<file path="config.mk">
export PLATFORM = sky130hd
export DESIGN_NAME = fpu_norm_stage
export DESIGN_NICKNAME = d
export VERILOG_FILES = /design/src/rtl/fpu_norm_stage.sv
export SDC_FILE = /design/constraint.sdc
export NUM_CORES = 1
export LEC_CHECK = 0
export CORE_ASPECT_RATIO = 1.1
export CORE_UTILIZATION = 48
export CTS_CLUSTER_DIAMETER = 30
export CTS_CLUSTER_SIZE = 16
export DETAILED_ROUTE_END_ITERATION = 16
export HOLD_SLACK_MARGIN = 0.03
export MAX_ROUTING_LAYER = met4
export PLACE_DENSITY = 0.9
export SETUP_SLACK_MARGIN = 0.15
export SKIP_CTS_REPAIR_TIMING = 1
export SYNTH_ARGS = -nofsm -noshare
export SYNTH_HDL_FRONTEND = slang
export SYNTH_SLANG_ARGS = --single-unit
</file>
<file path="constraint.sdc">
create_clock -name clk -period 3.4 [get_ports clk]
set_input_delay 0.51 -clock clk [delete_from_list [all_inputs] [get_ports clk]]
set_output_delay 0.51 -clock clk [all_outputs]
set_load 0.02 [all_outputs]
</file>
<file path="src/rtl/fpu_norm_stage.sv">
// fpu_norm_stage: classifies one unpacked single-precision operand, inserts the
// hidden bit, removes the exponent bias and left-normalises denormals one bit
// per cycle before handing the result to the arithmetic core.
// Latency: 1 cycle for normal/zero/inf/NaN, 1+k cycles for a denormal needing
// k shifts. Backpressure: one operand in flight; in_ready only in IDLE, and the
// result is held stable in DONE until out_ready.
//
// Optional feature: define FPU_NORM_FTZ_EN to flush denormal inputs to zero
// (class 01, latency 1, NORM never entered).
//
// Ports:
//   clk, rst                   clock (rising edge), async active-high reset
//   in_valid/in_ready          operand handshake
//   in_sign, in_man, in_exp    sign, {frac,3'b000} mantissa, zero-extended biased exp
//   out_valid/out_ready        result handshake
//   out_sign, out_man, out_exp sign, normalised mantissa (hidden bit 26), unbiased exp
//   out_class                  00 finite, 01 zero, 10 infinity, 11 NaN
module fpu_norm_stage (
  input  logic        clk,
  input  logic        rst,
  input  logic        in_valid,
  output logic        in_ready,
  input  logic        in_sign,
  input  logic [26:0] in_man,
  input  logic [9:0]  in_exp,
  output logic        out_valid,
  input  logic        out_ready,
  output logic        out_sign,
  output logic [26:0] out_man,
  output logic [9:0]  out_exp,
  output logic [1:0]  out_class
);

  typedef enum logic [1:0] {
    IDLE = 2'd0,
    NORM = 2'd1,
    DONE = 2'd2
  } state_t;

  localparam logic [1:0]  CLS_FIN  = 2'b00;
  localparam logic [1:0]  CLS_ZERO = 2'b01;
  localparam logic [1:0]  CLS_INF  = 2'b10;
  localparam logic [1:0]  CLS_NAN  = 2'b11;
  localparam logic [9:0]  EXP_SPEC = 10'h080;  // +128 for inf/NaN
  localparam logic [9:0]  EXP_DEN  = 10'h382;  // -126 for zero/denormal
  localparam logic [9:0]  BIAS     = 10'd127;
  localparam logic [26:0] HIDDEN   = 27'h4000000;

  state_t      state, state_d;
  logic        sign_q, sign_d;
  logic [26:0] man_q, man_d;
  logic [9:0]  exp_q, exp_d;
  logic [1:0]  cls_q, cls_d;

  logic [7:0]  e8;
  logic        man_zero;
  logic        accept;

  assign e8       = in_exp[7:0];
  assign man_zero = (in_man == 27'd0);
  assign accept   = in_valid && (state == IDLE);

  assign in_ready  = (state == IDLE);
  assign out_valid = (state == DONE);
  assign out_sign  = sign_q;
  assign out_man   = man_q;
  assign out_exp   = exp_q;
  assign out_class = cls_q;

  always_ff @(posedge clk or posedge rst) begin
    if (rst) begin
      state <= IDLE;
    end else begin
      state <= state_d;
    end
  end

  always_ff @(posedge clk or posedge rst) begin
    if (rst) begin
      sign_q <= 1'b0;
      man_q  <= 27'd0;
      exp_q  <= 10'd0;
      cls_q  <= CLS_FIN;
    end else begin
      sign_q <= sign_d;
      man_q  <= man_d;
      exp_q  <= exp_d;
      cls_q  <= cls_d;
    end
  end

  always_comb begin
    state_d = state;
    sign_d  = sign_q;
    man_d   = man_q;
    exp_d   = exp_q;
    cls_d   = cls_q;

    unique case (state)
      IDLE: begin
        if (accept) begin
          sign_d  = in_sign;
          state_d = DONE;
          if (e8 == 8'hFF) begin
            cls_d = man_zero ? CLS_INF : CLS_NAN;
            man_d = in_man;
            exp_d = EXP_SPEC;
          end else if (e8 == 8'h00) begin
            exp_d = EXP_DEN;
            if (man_zero) begin
              cls_d = CLS_ZERO;
              man_d = 27'd0;
            end else begin
`ifdef FPU_NORM_FTZ_EN
              cls_d = CLS_ZERO;
              man_d = 27'd0;
`else
              cls_d   = CLS_FIN;
              man_d   = in_man;
              state_d = NORM;
`endif
            end
          end else begin
            cls_d = CLS_FIN;
            man_d = in_man | HIDDEN;
            exp_d = in_exp - BIAS;
          end
        end
      end

      NORM: begin
        // Input bit 26 is always 0, so NORM is entered with at least one
        // shift pending. Leave as soon as the shift lands a 1 in bit 26 so
        // a k-shift denormal is presented k+1 cycles after accept.
        if (!man_q[26]) begin
          man_d = {man_q[25:0], 1'b0};
          exp_d = exp_q - 10'd1;
          if (man_q[25]) begin
            state_d = DONE;
          end
        end else begin
          state_d = DONE;
        end
      end

      DONE: begin
        if (out_ready) begin
          state_d = IDLE;
        end
      end

      default: begin
        state_d = IDLE;
      end
    endcase
  end

endmodule

</file>
* Word level (Yosys, flattened, before mapping)
Index checks and enable logic that the tools add are counted.
** Storage, ports and cells
- Register bits :: 42
- Input port bits :: 42
- Output and inout bits :: 42
- Word-level logic and storage cells :: 47
** Cells by class
- Eq/ne operators :: 7
- Muxes and demuxes :: 23
- Reductions and logical operators :: 9
- $add $sub $neg :: 2
** Operator list (number)
- $mux W27 :: 5
- $pmux W27 S2 :: 1
- $mux W10 :: 4
- $logic_not A27 Y1 :: 1
- $pmux W10 S2 :: 1
- $mux W2 :: 9
- $sub A10 B1 Y10 const B :: 1
- $sub A10 B7 Y10 const B :: 1
- $eq A8 B8 Y1 const B :: 1
- $logic_not A8 Y1 :: 1
- $pmux W2 S3 :: 1
- $reduce_and A3 Y1 :: 2
- $ne A2 B1 Y1 const B :: 2
- $reduce_and A2 Y1 :: 2
- $ne A3 B3 Y1 const B :: 1
- $eq A2 B1 Y1 const B :: 1
- $eq A2 B2 Y1 const B :: 1
- $logic_not A2 Y1 :: 1
- $mux W1 :: 2
- $ne A2 B2 Y1 const B :: 1
- $reduce_bool A2 Y1 :: 1
- $logic_and A1 B1 Y1 :: 1

* Logic depth before layout (Yosys ltp)
- Depth in word-level cells :: 6
- Mapped depth :: 6
- Depth with buffers taken out :: 6

* Worst setup path before layout
OpenSTA, ideal clock, no wires.
- Path kind :: input-to-reg
- Start :: in in_exp[0]
- End :: reg cls_q[0], in the netlist out_class[0]
- Stages on the path :: 6
- Data arrival time :: 1.966 ns
- Data required time :: 3.296 ns
- Path buffers :: 0
- Slack :: 1.330 ns
- Library setup time :: 0.104 ns
- Path through :: inv_1 ha_1 or3b_2 or2_4 or4_1 o311ai_1
** On the way
- Cells in the longest elaborated chain, start to end :: 3
** Ends and longest elaborated chain
- start: declaration :: line 25 : input logic [9:0] in_exp,
- $logic_not A8 Y1 :: line 108 : end else if (e8 == 8'h00) begin
- $mux W2 :: line 108
- $mux W2 (*) :: line 104 : if (e8 == 8'hFF) begin
- end signal: assignment :: line 88 : cls_q <= cls_d;
- end: declaration :: line 53 : logic [1:0] cls_q, cls_d;
Mark *: on every way between the ends. The rest lies on a longest branch, timed or not.
A chain may end at the register's enable or synchronous reset.

* Final worst setup path
Same ends and word-level chain as after synthesis.

==> impl_results.md <==
- Arrival time at the worst endpoint: ~2.6 ns
- Initial antenna violation count: 0
- Full die area: just over 5000 um^2
- Starting density of the core: 0.4986
- Fin. Hold Viols: 0
- DRT Pass-1 Iters: 4
- Startpoint types: primary input
- Die width: between 60 and 70 um
- Final period utilization: 0.6966
- CP max FO: 5
- Largest net degree at the start of global routing: 43
- Max-cap violations: 0
- Yosys synthesis warning count: 0
- Pwr/cell area: 526.1 nW/um^2
- Crit-path slowest cell: or4_1
- Fin worst setup slack: 1.031 ns
- Post-Syn Area: about 2300 um^2
- DRC viols: 0
- Total track usage: 0.2826
- Detailed-route wire length per cell: about 16 um
- Mapped Nets: approximately 300
- Crit-path max cell delay: around 0.51 ns
- Ports: 84
- Remaining Overflow, GRT: 0
- Worst-path clk slew: 0.09 ns
- Hpwl dp: between 4 and 5 mm
- Port Buffers: 83
- Synth Instances: about 260
- Sequential element share of the synthesized area: 0.4563
- Later-pin clock latency in the skew report: about 0.30 ns
- Share of cells above drive strength 1: 0.06105
- Area Overhead vs Synth: 42.86%
- CP Capture Type: flip-flop
- WL final: 6.343 mm
- Clock root cell: clkbuf_8
- Die outline height: about 75 um
- Post-synth EDFFs: 0
- VDD IR max: about 330 uV
- Flop2flop setup slack: around 1.4 ns
- WS Path Type: primary input to flip-flop
- ANT nets after route: 0
- Post-synthesis register bit count: 42
- Hold Path Class: flip-flop to flip-flop
- H-tree depth: 2
- DR vias: ~2400
- Max-slew violations: 0
- Layout filler cell count: roughly 370
- LEAKAGE: 1.394 nW
- Placement-stage worst setup slack: 0.7180 ns
- Inst Count DP: 392
- Final setup fails: 0
- Status: complete, no violations
- Max_slew headroom: 0.5416
- CTS buffer count: 5
- Worst-Margin Slew: between 0.6 and 0.7 ns
- Synth Flop Type: dfrtp_1
- Fin crit period: approximately 2.4 ns
- Clk sinks: 42
- # rows: 26
- Max Buffers Root-to-Sink: 2
- First-pass GRT wire length: between 10 and 15 mm
- RePlAce Congestion: 0.8258
- Finished Layout Cells: 400
- Netlist cell types: 49
- Unrepaired setup endpoints after global routing: no
- Synth Area per Inst: 8.792 um^2
- Worst EP required: 3.60 ns
- Core area: about 4600 um^2
- CTS tree: done
- Drt via density: 5.878
- Fin Setup TNS: 0 ns
- Fmax: 422.2 MHz
- Number of global-route vias before repair: about 2200
- Final nets: 388
- Iter 0 DRT Violations: ~220
- Critical path, cell by cell: clkdlybuf4s50_1 > inv_1 > ha_1 > or3b_2 > or2_4 > or4_1 > o311ai_1
- Post-synth ARST share: 1.000
- Skew final: between 0.01 and 0.015 ns
- Antenna diodes: 0
kinds of logic after synthesis:
family	count (synthesis)	synth area share
AO/OA/AOI/OAI	68	0.2080
XOR/XNOR	5	0.01901
adder cells (fa/ha/maj)	3	0.01630
buffers and inverters	22	0.04182
flip-flops	42	0.4563
multiplexers	2	0.008691
AND/OR/NAND/NOR	120	0.2499
worst max-delay path, delay by kind of cell:
kind / cells / cell delay [ns]
adder cells (fa/ha/maj): 1 / 0.13
AO/OA/AOI/OAI: 1 / 0.09
AND/OR/NAND/NOR: 3 / 1.28
buffers and inverters: 2 / 0.57
final timing paths:
path                       startpoint            to  cells after the start
max in group asynchronous         rst    out_exp[0]                      3
hold reg to reg              out_sign      out_sign                      2
hold / removal               out_sign      out_sign                      2
setup reg to reg           out_exp[0]    out_exp[6]                      6
min in group asynchronous         rst    out_man[0]                      3
setup / recovery            in_exp[0]  out_class[0]                      7
layout make-up:
type                    instances  area (um^2)  area share
clock inverters                 1        30.03    0.009125
clock buffers                   7        76.32     0.02319
well taps                      56        70.07     0.02129
flip-flops and latches         42         1051      0.3194
multi-input cells             198         1169      0.3551
inverters                       9        33.78     0.01027
repair buffers                 87        860.8      0.2616
Yosys cell counts, types with 2 or more instances:
master	number	area [um^2]
a21oi_1	7	35.03
o22ai_1	2	12.51
nor2b_1	2	12.51
xor2_1	3	26.28
and3_2	2	15.01
o31ai_1	2	15.01
nand4_1	2	12.51
or3b_2	2	17.52
a211oi_1	3	22.52
dfrtp_1	42	1051
nand3_1	9	45.04
o221ai_1	2	17.52
clkbuf_1	9	33.78
nor4_1	7	43.79
and3_1	2	12.51
nor4b_1	2	17.52
o211ai_1	3	22.52
a22oi_1	26	195.2
o21ai_0	11	55.05
nor3b_1	2	15.01
or4_1	2	15.01
inv_1	9	33.78
mux2i_1	2	20.02
nor3_1	5	25.02
a22o_1	2	17.52
nor2_1	11	41.29
xnor2_1	2	17.52
nand2_1	65	244.0
buf_2	2	10.01
ha_1	3	37.54
registers in the layout, summed over array words and instances (netlist names):
signal	flops
out_man	27
out_exp	10
out_class	2
state	2
out_sign	1
metal layers:
layer / global-route usage / vias to the layer above / part of all wire
li1: - / 1116 / -
met1: 0.3558 / 1115 / 0.41
met2: 0.4270 / 102 / 0.49
met3: 0.08030 / 18 / 0.076
met4: 0.1111 / 0 / 0.026
met5: - / - / 0
placed cells by master, fill, tap and decap left out, drive strengths merged, types with 7 or more instances in the layout:
| master | n |
|---|---|
| a21oi | 7 |
| nand3 | 9 |
| nor4 | 7 |
| nand2 | 65 |
| dfrtp | 42 |
| nor2 | 11 |
| o21ai | 11 |
| clkbuf | 7 |
| a22oi | 26 |
| clkdlybuf4s50 | 83 |
| inv | 9 |
through the flow:
stage	hold WS, ns	power (mW)	instance area, um^2	util
floorplan	0.5772	1.011	2303	-
global placement	0.4638	1.323	3184	0.6893
detailed placement	0.4693	1.338	3184	0.6893
CTS	0.4941	1.736	3291	0.7124
global route	0.5256	1.828	3291	0.7124
finish	0.4865	1.731	3291	0.7124
power by group:
part / leakage [nW] / internal [mW] / switching, mW / total [mW]
logic: 0.827 / 0.305 / 0.323 / 0.628
registers: 0.514 / 0.600 / 0.104 / 0.704
clock network: 0.0524 / 0.220 / 0.179 / 0.399
Note: power is estimated with default switching activity, not from simulation.
